[src/rtl/cpu_pkg.sv]
// Shared CPU types: register selectors, flags and the stack sequencer's command and state encodings.
package cpu_pkg;

    typedef enum logic [2:0] {
        REG_B, REG_C, REG_D, REG_E, REG_H, REG_L, REG_F, REG_A
    } register_n_t;

    typedef enum logic [2:0] {
        REG_BC, REG_DE, REG_HL, REG_AF, REG_SP, REG_PC
    } register_nn_t;

    typedef struct packed {
        logic z;
        logic n;
        logic h;
        logic c;
    } flags_t;

    typedef enum logic [1:0] {
        OP_PUSH, OP_POP, OP_CALL, OP_RET
    } stack_op_t;

    typedef enum logic [1:0] {
        SR_BC, SR_DE, SR_HL, SR_AF
    } stack_reg_t;

    typedef enum logic [3:0] {
        ST_IDLE, ST_LD_SP, ST_LD_SRC, ST_MW_HI, ST_MW_LO, ST_MR_LO,
        ST_MR_HI, ST_WB_A, ST_WB_F, ST_WB_DST, ST_WB_SP, ST_WB_PC
    } stack_state_t;

    function automatic register_nn_t pair_of(input stack_reg_t r);
        case (r)
            SR_BC:   return REG_BC;
            SR_DE:   return REG_DE;
            SR_HL:   return REG_HL;
            default: return REG_AF;
        endcase
    endfunction

endpackage

[src/rtl/stack_engine.sv]
// SM83 PUSH/POP/CALL/RET sequencer: walks SP through a byte-wide memory port and
// writes results back through the register file ports.
module stack_engine
    import cpu_pkg::*;
(
    input  logic         clk,
    input  logic         rst_n,
    input  logic         cmd_valid,
    output logic         cmd_ready,
    input  stack_op_t    cmd_op,
    input  stack_reg_t   cmd_reg,
    input  logic [15:0]  cmd_target,
    output logic         done,
    output logic         rf_read_rr,
    output register_nn_t rf_read_reg_rr,
    input  logic [15:0]  rf_data_rr,
    input  logic [7:0]   rf_a,
    input  flags_t       rf_flags,
    output logic         rf_write_rr,
    output register_nn_t rf_write_reg_rr,
    output logic [15:0]  rf_data_in_rr,
    output logic         rf_write_r,
    output register_n_t  rf_write_reg_r,
    output logic [7:0]   rf_data_in_r,
    output logic         mem_req,
    output logic         mem_we,
    output logic [15:0]  mem_addr,
    output logic [7:0]   mem_wdata,
    input  logic [7:0]   mem_rdata,
    input  logic         mem_ack
);

    stack_state_t state;
    stack_op_t    op_q;
    stack_reg_t   reg_q;
    logic [15:0]  target_q;
    logic [15:0]  sp_q;
    logic [15:0]  data_q;

    logic push_like;
    logic pop_af;

    assign push_like = (op_q == OP_PUSH) || (op_q == OP_CALL);
    assign pop_af    = (op_q == OP_POP) && (reg_q == SR_AF);
    assign cmd_ready = (state == ST_IDLE);

    always_ff @(posedge clk or negedge rst_n) begin
        if (!rst_n) begin
            state <= ST_IDLE;
        end else begin
            case (state)
                ST_IDLE:   if (cmd_valid) state <= ST_LD_SP;
                ST_LD_SP:  state <= push_like ? ST_LD_SRC : ST_MR_LO;
                ST_LD_SRC: state <= ST_MW_HI;
                ST_MW_HI:  if (mem_ack) state <= ST_MW_LO;
                ST_MW_LO:  if (mem_ack) state <= ST_WB_SP;
                ST_MR_LO:  if (mem_ack) state <= ST_MR_HI;
                ST_MR_HI:  if (mem_ack) state <= pop_af ? ST_WB_A : ST_WB_DST;
                ST_WB_A:   state <= ST_WB_F;
                ST_WB_F:   state <= ST_WB_SP;
                ST_WB_DST: state <= ST_WB_SP;
                ST_WB_SP:  state <= (op_q == OP_CALL) ? ST_WB_PC : ST_IDLE;
                ST_WB_PC:  state <= ST_IDLE;
                default:   state <= ST_IDLE;
            endcase
        end
    end

    // Datapath latches are qualified by state, so they need no reset.
    always_ff @(posedge clk) begin
        if (state == ST_IDLE && cmd_valid) begin
            op_q     <= cmd_op;
            reg_q    <= cmd_reg;
            target_q <= cmd_target;
        end
        if (state == ST_LD_SP)
            sp_q <= rf_data_rr;
        if (state == ST_LD_SRC)
            data_q <= (op_q == OP_PUSH && reg_q == SR_AF) ? {rf_a, rf_flags, 4'h0} : rf_data_rr;
        if (state == ST_MR_LO && mem_ack)
            data_q[7:0] <= mem_rdata;
        if (state == ST_MR_HI && mem_ack)
            data_q[15:8] <= mem_rdata;
    end

    always_comb begin
        done            = 1'b0;
        rf_read_rr      = 1'b0;
        rf_read_reg_rr  = REG_BC;
        rf_write_rr     = 1'b0;
        rf_write_reg_rr = REG_BC;
        rf_data_in_rr   = 16'h0000;
        rf_write_r      = 1'b0;
        rf_write_reg_r  = REG_B;
        rf_data_in_r    = 8'h00;
        mem_req         = 1'b0;
        mem_we          = 1'b0;
        mem_addr        = 16'h0000;
        mem_wdata       = 8'h00;
        case (state)
            ST_LD_SP: begin
                rf_read_rr     = 1'b1;
                rf_read_reg_rr = REG_SP;
            end
            ST_LD_SRC: begin
                rf_read_rr     = 1'b1;
                rf_read_reg_rr = (op_q == OP_CALL) ? REG_PC : pair_of(reg_q);
            end
            ST_MW_HI: begin
                mem_req   = 1'b1;
                mem_we    = 1'b1;
                mem_addr  = sp_q - 16'd1;
                mem_wdata = data_q[15:8];
            end
            ST_MW_LO: begin
                mem_req   = 1'b1;
                mem_we    = 1'b1;
                mem_addr  = sp_q - 16'd2;
                mem_wdata = data_q[7:0];
            end
            ST_MR_LO: begin
                mem_req  = 1'b1;
                mem_addr = sp_q;
            end
            ST_MR_HI: begin
                mem_req  = 1'b1;
                mem_addr = sp_q + 16'd1;
            end
            ST_WB_A: begin
                rf_write_r     = 1'b1;
                rf_write_reg_r = REG_A;
                rf_data_in_r   = data_q[15:8];
            end
            ST_WB_F: begin
                rf_write_r     = 1'b1;
                rf_write_reg_r = REG_F;
                rf_data_in_r   = {data_q[7:4], 4'h0};
            end
            ST_WB_DST: begin
                rf_write_rr     = 1'b1;
                rf_write_reg_rr = (op_q == OP_RET) ? REG_PC : pair_of(reg_q);
                rf_data_in_rr   = data_q;
            end
            ST_WB_SP: begin
                rf_write_rr     = 1'b1;
                rf_write_reg_rr = REG_SP;
                rf_data_in_rr   = push_like ? (sp_q - 16'd2) : (sp_q + 16'd2);
                done            = (op_q != OP_CALL);
            end
            ST_WB_PC: begin
                rf_write_rr     = 1'b1;
                rf_write_reg_rr = REG_PC;
                rf_data_in_rr   = target_q;
                done            = 1'b1;
            end
            default: ;
        endcase
    end

endmodule

[config.mk]
export PLATFORM = sky130hd
export DESIGN_NAME = stack_engine
export DESIGN_NICKNAME = d
export VERILOG_FILES = /design/src/rtl/cpu_pkg.sv /design/src/rtl/stack_engine.sv
export SDC_FILE = /design/constraint.sdc
export NUM_CORES = 1
export LEC_CHECK = 0
export ABC_CLOCK_PERIOD_IN_PS = 4500
export CAP_MARGIN = 20
export CORE_UTILIZATION = 25
export DETAILED_ROUTE_END_ITERATION = 12
export PLACE_DENSITY = 0.46
export RECOVER_POWER = 50
export SLEW_MARGIN = 20
export SYNTH_ARGS = -nofsm -noshare
export SYNTH_HDL_FRONTEND = slang
export SYNTH_SLANG_ARGS = --single-unit
[constraint.sdc]
create_clock -name clk -period 4.5 [get_ports clk]
set_input_delay 0.9 -clock clk [delete_from_list [all_inputs] [get_ports clk]]
set_output_delay 0.9 -clock clk [all_outputs]
set_load 0.03 [all_outputs]
==> impl_metrics.yaml, run 1 <==
status:
  status: "finished, final reports clean"
logic_synthesis:
  synth.top_cell.area_share_pct: 34.98
  ys_ff_latch: 56
  synth_nets: 579
  synth.area.top_cells: "edfxtp_1 35%, ha_1 5.3%, a21oi_1 5.0%"
  ys_types: 51
  synthTopCellsByCount: "60 x nor2_1, 52 x edfxtp_1, 45 x a21oi_1"
  ys_seq_area_share_pct: 37.22
  ys_dominant_reg_cell: "edfxtp_1"
  synth_area_leader_cell: "edfxtp_1"
  synth_edf_count: 52
  syn_area_sq_mm: 0.004464
  yosys_warnings: 0
  netlist_instances: 499
  syn-mean-instance-area_sq_um: 8.946
  synth-async-reset-ratio_pct: 7.143
  synth.most_common_cell: "nor2_1"
clock_network:
  cts.path.max_buffers: 2
  cts-root-buf: "clkbuf_16"
  cts_max_level: 2
  postCtsSetupRepairBufs: 0
  cts_tree: "yes"
  clkTransAtPathRegs_ns: 0.08
  cts.sinks: 56
  cts_inserted_buffers: 5
  insertion_delay_ns: 0.30
detailed_routing:
  postRouteAntennaNets: 0
  vias_per_cell: 5.090
  wl_met3_um: 765
  vias: 4240
  drt_iter0_markers: 259
  highest_layer: "met4"
  drcViolationCount: 0
  wl_um: 15830
  m1WireLength_um: 7229
  drt-wirelength-per-cell_um: 19.00
  dr.pass1.iters: 5
  met2_length_um: 7662
floorplan:
  io_pins: 124
  start_util_pct: 25.72
  core-area_sq_mm: 0.01736
  fp.dieArea_sq_mm: 0.01840
  num_rows: 48
  dieWidth_um: 135.6
  fp.dieH_um: 135.6
finish:
  fin_area_sq_mm: 0.006277
  antenna_cells: 0
  area_delta_synth_final_pct: 40.61
  drive_gt1_share_pct: 8.224
  final_nets: 688
placement:
  port_buffers: 123
  gp_congestion: 0.8136
  dpl_cell_area_sq_mm: 0.006075
  dp_hpwl_um: 12600
timing:
  fin_crit_ns: 4.273
  final-setup-viol-count: 0
  setup_tns_ns: 0
  max_slew_margin_pct: 37.22
  fmax_mhz: 234.0
  clock_skew_ns: 0.01101
  slew_violations: 0
  min_period_over_period_pct: 94.96
  rsz0062_at_grt: "false"
  final_hold_viol_count: 0
  worst_slew_pin_slew_ns: 0.9417
worst_setup_path:
  cp-end-kind: "primary output"
  cp.required_ns: 3.60
  path_class: "reg2out"
  reg2reg_depth: 6
  worstSetupStartpointType: "flop"
  critPathArrivalTime_ns: 3.37
  crit_path_max_fanout: 14
global_route:
  antenna_found_initial: 0
  grt_use_total_pct: 17.34
  gr-total-overflow: 0
  grt_pass1_wl_um: 24070
  grt_max_degree: 45
  grt_pass1_vias: 4222
pwr:
  power_mw: 3.772
  ir_drop_v: 0.0002502
  p_leak_nw: 2.206
  powerDensity_mw_per_mm2: 600.8
worst_hold_path:
  hp-class: "reg2reg"
  worstHoldPathCells: 2
flow_run:
  drv_cap: 0
==> repair_timing <==
item | CTS | global route
gates resized for setup | 0 | 3
hold buffers | 0 | 0
endpoints found under the setup margin | 0 | 3
==> logic make-up after synthesis <==
logic type      Yosys count  synth area share [%]
simple gates            173                 18.44
flops                    56                 37.22
buf+inv                  42                 3.952
fa+ha+maj                20                 5.774
xor+xnor                 42                 8.240
compound gates          138                 19.93
mux                      28                 6.446
==> worst max-delay path: stages, from the launching register on <==
cell and delay, ns:
dfrtp_1 0.39, nor2b_1 0.26, nand2_1 0.23, buf_4 0.25, ha_1 0.34, a211oi_1 0.32
a21oi_1 0.17, o2111ai_1 0.24, a21boi_0 0.16, o21a_1 0.19, o31ai_1 0.34, buf_12 0.17
==> worst paths after layout <==
check	start	endpoint	slack [ns]
setup / recovery	state[3]$_DFFE_PN0P_	mem_addr[13]	0.23
hold / removal	state[3]$_DFFE_PN0P_	state[2]$_DFFE_PN0P_	0.73
setup reg to reg	state[0]$_DFFE_PN0P_	data_q[2]$_DFFE_PP_	1.98
hold reg to reg	state[3]$_DFFE_PN0P_	state[2]$_DFFE_PN0P_	0.73
max in group asynchronous	rst_n	state[0]$_DFFE_PN0P_	3.42
min in group asynchronous	rst_n	state[1]$_DFFE_PN0P_	0.88
==> area by class of cell <==
cell class	instances	area [sq um]
repair buffers	137	1466
clock inverters	2	60.06
multi-input cells	401	2656
flip-flops and latches	56	1662
inverters	7	26.28
fillers	1740	11080
well taps	225	281.5
clock buffers	5	125.1
==> power breakdown <==
part           internal, mW  leakage, nW  total, mW  switching, mW
combinational         0.968         1.58       2.32           1.35
sequential            0.760        0.532      0.946          0.186
clock                 0.316       0.0899      0.505          0.188
==> stage by stage <==
step           setup WS (ns)  utilization (%)  instances  hold WS [ns]
6_report              0.2269            36.17        833        0.7252
4_1_cts               0.1181            36.07        833        0.7256
5_1_grt              0.05897            36.17        833        0.7499
3_3_place_gp          0.5191            35.00        826        0.7046
3_5_place_dp          0.4560            35.00        826        0.7143
2_1_floorplan         0.1939                -        499        0.6044
==> cells in the final DEF, fill, tap and decap left out, types with 3 or more instances in the layout <==
cell	count
clkdlybuf4s50_1	69
xnor2_1	19
buf_12	14
and2_1	5
o21a_1	3
a22oi_1	6
inv_1	7
xor2_1	23
a31oi_1	5
mux2_2	6
nor2b_1	9
o32ai_1	5
or2_2	3
buf_4	13
nand2_1	44
a21oi_1	45
and3_1	7
dlygate4sd3_1	39
o21ai_0	18
a21o_1	4
clkbuf_16	5
nor3_1	13
o22ai_1	16
nor2_1	60
edfxtp_1	52
mux2i_1	22
ha_1	19
nand2b_1	8
a22o_1	18
nand4_1	3
dfrtp_1	4
nand3_1	6
a211oi_1	4
==> per-layer routing <==
metal | track usage, % | vias up
met5 | 0 | -
met4 | 3.496 | 0
met3 | 2.581 | 9
met2 | 28.94 | 141
met1 | 23.56 | 2042
li1 | - | 2048
==> sequential cells by signal, indices dropped and copies added, names as in the netlist <==
signal    count
reg_q         2
state         4
data_q       16
sp_q         16
op_q          2
target_q     16
No activity file was read; power rests on OpenSTA's default activity.
==> inputs of run 2 (changes only) <==
--- a/config.mk
+++ b/config.mk
@@ -5,11 +5,12 @@
 export SDC_FILE = /design/constraint.sdc
 export NUM_CORES = 1
 export LEC_CHECK = 0
+export ABC_AREA = 1
 export ABC_CLOCK_PERIOD_IN_PS = 4500
 export CAP_MARGIN = 20
 export CORE_UTILIZATION = 25
 export DETAILED_ROUTE_END_ITERATION = 12
-export PLACE_DENSITY = 0.46
+export PLACE_DENSITY = 0.45
 export RECOVER_POWER = 50
 export SLEW_MARGIN = 20
 export SYNTH_ARGS = -nofsm -noshare
==> impl_metrics.yaml, run 2 <==
status:
  status: "finished, final reports clean"
floorplan:
  fp.dieArea_sq_mm: 0.02043
  start_util_pct: 25.51
  fp.dieH_um: 142.9
  dieWidth_um: 142.9
  core-area_sq_mm: 0.01946
  io_pins: 124
  num_rows: 51
worst_setup_path:
  regToRegEndpoint: "target_q[15]$_DFFE_PP_"
  crit_path_max_fanout: 13
  crit_family: "buffers and inverters"
  slowest_delay_ns: 0.66
  critPathArrivalTime_ns: 3.32
  r2r_slack_ns: 2.26
  path_class: "reg2out"
  startpoint: "state[1]$_DFFE_PN0P_"
  crit_buf_inv: 4
  cp.required_ns: 3.60
  cp-end-kind: "primary output"
  reg2reg_depth: 4
  critPathSlowestCell: "clkdlybuf4s50_1"
  worstSetupStartpointType: "flop"
  r2r_start: "state[3]$_DFFE_PN0P_"
  path_cells: "inv_2 > nor2_1 > nand2_2 > buf_4 > ha_1 > nand2_1 > inv_1 > a21oi_1 > nand2_1 > nand2_1 > nand2_1 > nand2_1 > nand3_1 > nand2_1 > clkdlybuf4s50_1"
  crit_top_cell: "nand2_1"
timing:
  timing.hold.ws_ns: 0.6290
  slew_violations: 0
  setup_tns_ns: 0
  min_period_over_period_pct: 93.70
  rsz0062_at_grt: "false"
  fmax_mhz: 237.2
  final-setup-viol-count: 0
  fin_crit_ns: 4.217
  clock_skew_ns: 0.007421
  max_slew_margin_pct: 22.54
  worst_slew_pin_slew_ns: 1.162
  setup_ws_ns: 0.2834
  final_hold_viol_count: 0
clock_network:
  cts-hold-fix-buffers: 0
  clkTransAtPathRegs_ns: 0.07
  cts_inserted_buffers: 5
  cts.path.max_buffers: 2
  cts_resized: 0
  postCtsSetupRepairBufs: 0
  cts.sinks: 56
  cts_max_level: 2
  cts-root-buf: "clkbuf_16"
  cts_tree: "yes"
  insertion_delay_ns: 0.30
finish:
  layout_commonest_cell: "nand2_1"
  largestRegisters: "data_q: 16 flops, sp_q: 16 flops, target_q: 16 flops"
  area_delta_synth_final_pct: 31.91
  fin_area_sq_mm: 0.006549
  final_cell_mix: "230 x nand2_1, 106 x inv_1, 83 x clkdlybuf4s50_1"
  final_nets: 928
  antenna_cells: 0
  utilization_pct: 33.65
  fillers: 2142
  drive_gt1_share_pct: 5.300
  instances_no_fill: 1114
pwr:
  p_leak_nw: 2.902
  power_mw: 3.584
  ir_drop_v: 0.0002641
  powerDensity_mw_per_mm2: 547.3
logic_synthesis:
  synth_compound_gate_area_share_pct: 12.25
  netlist_instances: 735
  syn-mean-instance-area_sq_um: 6.755
  synth_top_family_by_area: "simple AND/OR/NAND/NOR gates"
  synth_area_leader_cell: "edfxtp_1"
  ys_dominant_reg_cell: "edfxtp_1"
  synth.mux.area_fraction_pct: 0
  syn_area_sq_mm: 0.004965
  ys_types: 39
  synthAdderAreaFrac_pct: 5.192
  synthXorXnorAreaFrac_pct: 1.411
  synth_nets: 815
  synth.most_common_cell: "nand2_1"
  synth.top_cell.area_share_pct: 31.45
  synth_edf_count: 52
  synth-async-reset-ratio_pct: 7.143
  synthTopCellsByCount: "228 x nand2_1, 105 x inv_1, 78 x nand3_1"
  ys_ff_latch: 56
  synthSimpleGateAreaFrac_pct: 36.14
  ys_seq_area_share_pct: 33.47
  synth.area.top_cells: "edfxtp_1 31%, nand2_1 17%, inv_1 7.9%"
  yosys_warnings: 0
detailed_routing:
  wl_um: 19860
  vias_per_cell: 4.662
  drt_iter0_markers: 253
  drcViolationCount: 0
  postRouteAntennaNets: 0
  dr.pass1.iters: 4
  drt-wirelength-per-cell_um: 17.82
  vias: 5193
worst_hold_path:
  hp-class: "reg2reg"
  holdPathEnd: "state[2]$_DFFE_PN0P_"
  hp-start: "state[2]$_DFFE_PN0P_"
  worstHoldPathCells: 2
global_route:
  grt_pass1_vias: 5195
  grt_pass1_wl_um: 30010
  grt_max_degree: 22
  antenna_found_initial: 0
  grt_use_total_pct: 20.00
  gr-total-overflow: 0
placement:
  dp_cells: 1106
  dp_hpwl_um: 16180
  dpl_cell_area_sq_mm: 0.006431
  pre_cts_ws_ns: 0.4743
  gp_congestion: 0.8984
  port_buffers: 123
flow_run:
  drv_cap: 0
==> run 2: cell count changes in the layout (fill, tap and decap cells not counted), moves of 9 or more <==
cell,previous run,this run
o21ai_0,18,34
a21oi_1,45,16
nand2_1,44,230
xnor2_1,19,1
clkdlybuf4s50_1,69,83
a22o_1,18,0
mux2i_1,22,0
nand3_1,6,78
buf_12,14,0
nor2b_1,9,0
xor2_1,23,7
inv_1,7,106
==> run 2: layout make-up <==
class                      instances  area [sq um]  area share, %
multi-input combinational        541          2706          41.33
sequential                        56          1662          25.37
timing repair buffer             129          1275          19.47
inverter                         115         431.7          6.592
tap                              265         331.6          5.063
clock buffer                       5         125.1          1.911
clock inverter                     3         17.52         0.2675
==> run 2: per-layer routing <==
metal | vias to the layer above | global-route usage (%) | wire length (um)
met1 | 2383 | 25.78 | 9053
met5 | - | 0 | 0
met3 | 23 | 2.985 | 1031
li1 | 2624 | - | -
met4 | 0 | 5.999 | 461
met2 | 163 | 34.27 | 9311
==> run 2: cells by family after synthesis <==
group                      Yosys count
AOI/OAI and AO/OA                   99
xor gates and xnor gates             8
adders and majority gates           20
buffers and inverters              138
DFF                                 56
and+or+nand+nor                    414
==> run 2: worst max-delay path by stage <==
stage / to / slack, ns / cells after the start
3_3_place_gp: mem_addr[7] / 0.47 / 12
3_5_place_dp: mem_addr[7] / 0.47 / 13
2_1_floorplan: mem_addr[4] / 1.21 / 9
4_1_cts: mem_addr[7] / 0.13 / 13
5_1_grt: mem_addr[15] / 0.05 / 15
6_report: mem_addr[11] / 0.28 / 15
==> run 2: worst reg2reg max path: stages (launching register included) <==
cell and delay [ns]:
dfrtp_1 0.41, nor2_1 0.31, nand2_1 0.16, nor2_1 0.11
clkbuf_1 0.86
==> run 2: power by group <==
| group | switching, mW | leakage (nW) | internal [mW] |
|---|---|---|---|
| Combinational | 1.50 | 2.30 | 0.758 |
| Sequential | 0.175 | 0.531 | 0.752 |
| Clock | 0.193 | 0.0716 | 0.206 |
| Total | 1.87 | 2.90 | 1.72 |
